`src/rtl/uart_cmd_ctrl.sv`:
```
// uart_cmd_ctrl: buffers uart RX bytes in a FIFO, decodes single-character
// commands into per-channel run/clear controls for NUM_CH counter channels,
// and echoes each popped byte (or '?' when invalid) back on the uart TX path.
//
// state     | meaning
// ----------+-----------------------------------------------------------
// IDLE      | waiting for a byte in the FIFO; pops the head when present
// DECODE    | applies the popped command; launches the echo if enabled
// ECHO_REQ  | o_tx_start high for this single cycle
// ECHO_WAIT | waiting for i_tx_done, abandoned after TX_TIMEOUT cycles
module uart_cmd_ctrl #(
    parameter int FIFO_DEPTH = 8,
    parameter int NUM_CH     = 2,
    parameter int ECHO_EN    = 1,
    parameter int TX_TIMEOUT = 1_000_000
) (
    input  logic                          clk,
    input  logic                          reset,
    input  logic [7:0]                    i_rx_data,
    input  logic                          i_rx_done,
    output logic                          o_tx_start,
    output logic [7:0]                    o_tx_data,
    input  logic                          i_tx_done,
    output logic [NUM_CH-1:0]             o_run,
    output logic [NUM_CH-1:0]             o_clear,
    output logic [1:0]                    o_sel,
    output logic [$clog2(FIFO_DEPTH):0]   o_fifo_count,
    output logic                          o_overflow,
    output logic                          o_tx_err
);

    localparam int AW = $clog2(FIFO_DEPTH);
    // Timer only needs to hold TX_TIMEOUT-1.
    localparam int TW = (TX_TIMEOUT > 1) ? $clog2(TX_TIMEOUT) : 1;

    typedef enum logic [1:0] {
        IDLE,
        DECODE,
        ECHO_REQ,
        ECHO_WAIT
    } state_t;

    state_t              state_q;
    logic [7:0]          mem_q [FIFO_DEPTH];
    logic [AW-1:0]       wr_ptr_q, rd_ptr_q;
    logic [AW:0]         count_q, count_d;
    logic                full, do_push, do_pop;

    logic [7:0]          byte_q;
    logic [NUM_CH-1:0]   run_q, clear_q, sel_mask;
    logic [1:0]          sel_q;
    logic                tx_start_q, overflow_q, tx_err_q;
    logic [7:0]          tx_data_q;
    logic [TW-1:0]       timer_q;
    logic                digit_ok, cmd_valid;

    // A pop frees a slot in the same cycle, so a push into a full FIFO is
    // still accepted when the FSM is popping.
    assign full    = (count_q == (AW+1)'(FIFO_DEPTH));
    assign do_pop  = (state_q == IDLE) && (count_q != '0);
    assign do_push = i_rx_done && (!full || do_pop);

    // Occupancy next-state from the push/pop pair.
    always_comb begin
        count_d = count_q;
        case ({do_push, do_pop})
            2'b10:   count_d = count_q + 1'b1;
            2'b01:   count_d = count_q - 1'b1;
            default: count_d = count_q;
        endcase
    end

    // FIFO storage; contents need no reset since pointers define validity.
    always_ff @(posedge clk) begin
        if (do_push) begin
            mem_q[wr_ptr_q] <= i_rx_data;
        end
    end

    // FIFO pointers, occupancy and the sticky overflow flag.
    always_ff @(posedge clk) begin
        if (!reset) begin
            wr_ptr_q   <= '0;
            rd_ptr_q   <= '0;
            count_q    <= '0;
            overflow_q <= 1'b0;
        end else begin
            if (do_push) wr_ptr_q <= wr_ptr_q + 1'b1;
            if (do_pop)  rd_ptr_q <= rd_ptr_q + 1'b1;
            count_q <= count_d;
            if (i_rx_done && full && !do_pop) overflow_q <= 1'b1;
        end
    end

    // Command classification of the popped byte.
    assign sel_mask  = NUM_CH'(1) << sel_q;
    assign digit_ok  = (byte_q[7:2] == 6'b001100) &&
                       ({1'b0, byte_q[1:0]} < 3'(NUM_CH));
    assign cmd_valid = digit_ok || (byte_q == 8'h67) || (byte_q == 8'h73) ||
                       (byte_q == 8'h72) || (byte_q == 8'h63) || (byte_q == 8'h78);

    // Control FSM with registered command and echo outputs.
    always_ff @(posedge clk) begin
        if (!reset) begin
            state_q    <= IDLE;
            byte_q     <= '0;
            run_q      <= '0;
            clear_q    <= '0;
            sel_q      <= '0;
            tx_start_q <= 1'b0;
            tx_data_q  <= '0;
            tx_err_q   <= 1'b0;
            timer_q    <= '0;
        end else begin
            clear_q    <= '0;
            tx_start_q <= 1'b0;
            case (state_q)
                IDLE: begin
                    if (count_q != '0) begin
                        byte_q  <= mem_q[rd_ptr_q];
                        state_q <= DECODE;
                    end
                end
                DECODE: begin
                    if (digit_ok) sel_q <= byte_q[1:0];
                    case (byte_q)
                        8'h67:   run_q   <= run_q | sel_mask;
                        8'h73:   run_q   <= run_q & ~sel_mask;
                        8'h72:   run_q   <= run_q ^ sel_mask;
                        8'h63:   clear_q <= sel_mask;
                        8'h78: begin
                            run_q   <= '0;
                            clear_q <= '1;
                        end
                        default: ;
                    endcase
                    if (ECHO_EN != 0) begin
                        tx_start_q <= 1'b1;
                        tx_data_q  <= cmd_valid ? byte_q : 8'h3F;
                        state_q    <= ECHO_REQ;
                    end else begin
                        state_q <= IDLE;
                    end
                end
                ECHO_REQ: begin
                    timer_q <= TW'(TX_TIMEOUT - 1);
                    state_q <= ECHO_WAIT;
                end
                ECHO_WAIT: begin
                    if (i_tx_done) begin
                        state_q <= IDLE;
                    end else if (timer_q == '0) begin
                        tx_err_q <= 1'b1;
                        state_q  <= IDLE;
                    end else begin
                        timer_q <= timer_q - 1'b1;
                    end
                end
                default: state_q <= IDLE;
            endcase
        end
    end

    assign o_tx_start   = tx_start_q;
    assign o_tx_data    = tx_data_q;
    assign o_run        = run_q;
    assign o_clear      = clear_q;
    assign o_sel        = sel_q;
    assign o_fifo_count = count_q;
    assign o_overflow   = overflow_q;
    assign o_tx_err     = tx_err_q;

endmodule

```
`config.mk`:
```
export PLATFORM = sky130hd
export DESIGN_NAME = uart_cmd_ctrl
export DESIGN_NICKNAME = d
export VERILOG_FILES = /design/src/rtl/uart_cmd_ctrl.sv
export SDC_FILE = /design/constraint.sdc
export NUM_CORES = 1
export LEC_CHECK = 0
export CORE_MARGIN = 8
export CORE_UTILIZATION = 54
export DETAILED_ROUTE_END_ITERATION = 16
export GPL_TIMING_DRIVEN = 0
export HOLD_SLACK_MARGIN = 0.03
export PLACE_DENSITY = 0.73
export SLEW_MARGIN = 20
export SYNTH_ARGS = -nofsm -noshare
export SYNTH_HDL_FRONTEND = slang
export SYNTH_SLANG_ARGS = --single-unit
```
`constraint.sdc`:
```
create_clock -name clk -period 2.95 [get_ports clk]
set_clock_uncertainty 0.05 [all_clocks]
set_input_delay 0.4425 -clock clk [delete_from_list [all_inputs] [get_ports clk]]
set_output_delay 0.4425 -clock clk [all_outputs]
set_load 0.1 [all_outputs]
```
# --- Word level (Yosys, flattened, before mapping) ---
# Memory sizes are Yosys's and may differ from the RTL's. A register that Yosys moved wholly into a read port is not among the register bits.
# Cells that the tools add are included.
# W data, S select, Z words.
totals:
  inputBits: 12
  mem_bits_rw: 64
  out_inout_bits: 21
  regBits: 49
  elab_cells: 82
  mem_count: 1
memory_table:
  columns: ["memory", "depth", "width", "read_ports", "rd_clocked_by_memory_dff", "write_ports", "line_no", "rtl"]
  rows:
  - ["mem_q", 8, 8, 1, 1, 1, "44", "logic [7:0] mem_q [FIFO_DEPTH];"]
classes:
  bitwise: 5
  n_reduce_logical: 27
  shift: 1
  muxes: 14
  order_cmp: 1
  n_addsub: 5
  eq_ne: 16
op_table:
  columns: ["cell", "count"]
  rows:
  - ["$eq A8 B7 Y1 const B", 5]
  - ["$mux W20", 2]
  - ["$pmux W20 S2", 1]
  - ["$logic_not A20 Y1", 1]
  - ["$sub A20 B1 Y20 const B", 1]
  - ["$pmux W2 S4", 2]
  - ["$reduce_and A2 Y1", 5]
  - ["$mux W8", 1]
  - ["$pmux W4 S2", 1]
  - ["$reduce_bool A4 Y1", 2]
  - ["$add A3 B1 Y3 const B", 2]
  - ["$eq A2 B2 Y1 const B", 3]
  - ["$eq A6 B4 Y1 const B", 1]
  - ["$logic_or A1 B1 Y1", 6]
  - ["$mux W2", 3]
  - ["$reduce_and A3 Y1", 2]
  - ["$logic_and A1 B1 Y1", 5]
  - ["$add A4 B1 Y4 const B", 1]
  - ["$eq A2 B1 Y1 const B", 2]
  - ["$eq A4 B4 Y1 const B", 1]
  - ["$ne A2 B2 Y1 const B", 2]
  - ["$pmux W2 S2", 1]
  - ["$reduce_bool A2 Y1", 2]
  - ["$sub A4 B1 Y4 const B", 1]
  - ["12 further kinds", 16]

# --- Logic depth before layout (Yosys ltp) ---
logic_depth:
  ltp_word: 8
  depth_mapped: 10
  mapped_depth_nobuf: 10

# --- Worst setup path before layout ---
# OpenSTA, ideal clock, no wires.
synth_path:
  kind: "register to register"
  start: "reg count_q[1] (netlist: o_fifo_count[1])"
  end: "mem mem_q[0][0], enable pin"
  path_stages_with_launch: 6
  setup_ps: 383
  t_required_ps: 2517
  setup_slack_ps: 157
  arrival_ps: 2360
  cell_sequence: "dfxtp_1 -> clkbuf_1 -> or4b_2 -> o21a_1 -> nand2b_1 -> nor3_1"
synth_via:
  elab_chain_cells: 6
  elab_cells_between_ends: 8
  classes_between: "1 x eq/ne; 2 x mux; 5 x reduce/logical"
synth_lines:
  columns: ["item", "line_no", "rtl"]
  rows:
  - ["start, declared", "46", "logic [AW:0] count_q, count_d;"]
  - ["start signal, assigned", "90", "count_q <= count_d;"]
  - ["$eq A4 B4 Y1 / $reduce_bool A4 Y1 (equally long branches)", "59, 60", null]
  - ["$logic_not A1 Y1 / $logic_and A1 B1 Y1 (equally long branches)", "61, 60", null]
  - ["$logic_or A1 B1 Y1 (*)", "61", "assign do_push = i_rx_done && (!full || do_pop);"]
  - ["$logic_and A1 B1 Y1 (*)", "61", null]
  - ["$mux W1 (*)", "75", "if (do_push) begin"]
  - ["$mux W1 (not written as such) (*)", "76", "mem_q[wr_ptr_q] <= i_rx_data;"]
  - ["end, declared", "44", null]
# Every way passes the cells marked *; elsewhere a longest branch is shown, timed or not.

# --- Final worst setup path ---
layout_path:
  start: "reg count_q[2] (netlist: o_fifo_count[2])"
  end: "out o_fifo_count[2]"
layout_lines:
  columns: ["item", "line_no", "rtl"]
  rows:
  - ["end, declared", "27", "output logic [$clog2(FIFO_DEPTH):0] o_fifo_count,"]
# No word-level cell between the ends.

==> reports/qor.yml <==
status: "finished, final reports clean"
rsz0062_at_grt: "false"
hold_viol_final: 0
regArea_sq_um: 3060
cap_violations: 0
io_pins: 33
syn_nets: 440
die_area_sq_um: 13000
synth_top_family_by_area: "simple AND/OR/NAND/NOR gates"
preCtsSetupSlack_ps: 400
cts_root_buf: "clkbuf_8"
p_per_area_nw_per_um2: 948
wl_um: 10400
postSynthAreaPerCell_sq_um: 12.5
layout-drive-gt1-share_pct: 12.6
synthTopCellsByArea: "edfxtp_1 37%, dfxtp_1 22%, mux4_2 6.9%"
die_h_um: 114
critPathMaxFanout: 8
synth-xor-area-share_pct: 4.05
postCtsHoldBufs: 0
yosysUniqueCellTypes: 48
routed-via-count: 3385
p_leak_nw: 2.23
gp_congestion: 0.827
wl_met2_um: 5310
synth_compound_area_share_pct: 7.21
cts_setup_buffers: 0
cpPeakStageDelay_ps: 1190
grt-ovfl-total: 0
clock_path_buffers: 2
rows: 35
arrival_ps: 2170
max_freq_mhz: 375
nets: 490
synth_fa_ha_area_share_pct: 3.38
seq_area_frac_synth_pct: 59.0
diodes: 0
synth.top_cell.area_share_pct: 37.0
syn2layout_area_growth_pct: 21.1
synth_largest_area_cell: "edfxtp_1"
setup_violations: 0
fin_ws_ps: 283
grt_usage_pct: 17.1
wl_per_cell_um: 17.1
required_ps: 2460
ys.flop_type: "edfxtp_1"
endpoint_kind: "output port"
drc_errors: 0
finalCritPeriodShare_pct: 90.4
dp_hpwl_um: 7100
yosysWarnings: 0
synth-simple-area-share_pct: 14.1
routed-wl-met3_um: 506
critical_path.top_delay_family: "buffers and inverters"
cts_tree: "built"
cts_buffers: 17
relSlewSlack_pct: 34.6
clk_latency_ps: 510
rrSetupSlack_ps: 400
ys_ff_latch: 121
firstDrtPassIters: 4
numClockSinks: 121
vias_per_cell: 5.59
io_buffers: 31
synth_area_sq_um: 5190
first_global_vias: 3560
grt_pass1_wl_um: 17200
first_iter_violations: 198
period_needed_ps: 2670
start_util_pct: 55.9
crit_chain: "clkdlybuf4s50_1"
fin_tns_setup_ps: 0
synth_edf_count: 64
worst-path-buf-inv: 1
grt_max_degree: 17
antenna_left: 0
highest_layer: "met4"
drv_slew: 0
die_w_um: 114
antenna_found_initial: 0
cpMaxStageDelayCell: "clkdlybuf4s50_1"
cts_max_level: 4
multi_input_area_sq_um: 2010
tightestPinTransition_ps: 977
async_flop_share_pct: 0
fillCellCount: 681
m1WireLength_um: 4440
hp-class: "in2reg"
ir_worst_vdd_mv: 0.758
synthCells: 414
critical_path_class: "reg2out"
core_sq_um: 9280
cts_resized: 0
yosys-mux-area-fraction_pct: 9.84
clkTransAtPathRegs_ps: 60
critPathLaunchType: "flip-flop"
## metrics by stage
stage	instances	instance area, sq um	hold slack (ps)	total power [W]	util, %
2_1_floorplan	414	5190	418	0.00343	-
3_3_place_gp	574	5660	405	0.00378	61.0
3_5_place_dp	574	5670	416	0.00384	61.1
4_1_cts	606	6280	284	0.00598	67.7
5_1_grt	606	6280	319	0.00625	67.7
6_report	606	6280	306	0.00596	67.7
## path summary, 6_finish.rpt
path	depth (start not counted)	start	endpoint
setup / recovery	1	o_fifo_count[2]	o_fifo_count[2]
hold / removal	2	reset	o_sel[1]
setup reg to reg	9	timer_q[0]	timer_q[15]
hold reg to reg	1	o_tx_data[7]	o_tx_data[7]
## cell type report
type                       count  area share (%)
inverter                      10           0.597
clock buffer                  18            6.65
multi-input combinational    263            32.0
buffer                        20            1.35
tap                          129            2.57
clock inverter                14            3.11
timing repair buffer          31            4.94
sequential                   121            48.8
## registers in the layout, summed over array words and instances (netlist names), 2 cells and up
signal and cells:
mem_q 64, timer_q 20, byte_q 8, o_tx_data 8
o_fifo_count 4, rd_ptr_q 3, wr_ptr_q 3, o_clear 2
o_run 2, o_sel 2, state_q 2
## where the power goes
| part | leakage, nW | total (W) | switching [W] | internal (W) |
|---|---|---|---|---|
| sequential | 1.05 | 0.00212 | 0.000163 | 0.00195 |
| combinational | 0.896 | 0.00171 | 0.00112 | 0.000593 |
| clock | 0.292 | 0.00213 | 0.000753 | 0.00138 |
| total | 2.23 | 0.00596 | 0.00203 | 0.00392 |
## placed cells by master, fill, tap and decap left out, types with 3 or more instances in the layout
cell type / count
a211oi_1: 11
a21oi_1: 23
and3_1: 4
bufinv_16: 4
clkbuf_1: 17
clkbuf_16: 16
clkdlybuf4s50_1: 31
clkinv_1: 3
dfxtp_1: 57
edfxtp_1: 64
ha_1: 14
inv_1: 9
inv_6: 4
mux2i_1: 15
mux4_2: 16
nand2_1: 17
nand2b_1: 8
nand3_1: 7
nand4_1: 7
nand4b_1: 3
nor2_1: 50
nor2b_1: 5
nor3_1: 7
nor3_2: 3
nor4_1: 4
o211a_1: 3
o211ai_1: 4
o21a_1: 3
o21ai_0: 9
or4_1: 4
or4b_2: 3
xor2_1: 22
## synthesized netlist by cell type (7+ instances only)
cell / count
a211oi_1: 11
a21oi_1: 23
clkbuf_1: 16
dfxtp_1: 57
edfxtp_1: 64
ha_1: 14
inv_1: 9
mux2i_1: 15
mux4_2: 16
nand2_1: 17
nand2b_1: 8
nand3_1: 7
nand4_1: 7
nor2_1: 50
nor3_1: 9
o21ai_0: 9
xor2_1: 22
## layer usage
layer	GRT usage [%]	vias up
met5	0	-
met4	5.24	0
met3	5.60	11
met2	30.4	68
met1	18.8	1668
li1	-	1638
## kinds of logic (layout without fill, tap and decap cells)
group	after synthesis	count (layout)
AND/OR/NAND/NOR	135	135
adder cells (fa/ha/maj)	14	14
buffers and inverters	30	93
AO/OA/AOI/OAI	59	59
XOR/XNOR	24	24
flip-flops	121	121
multiplexers	31	31
(Power assumes the default switching activity.)
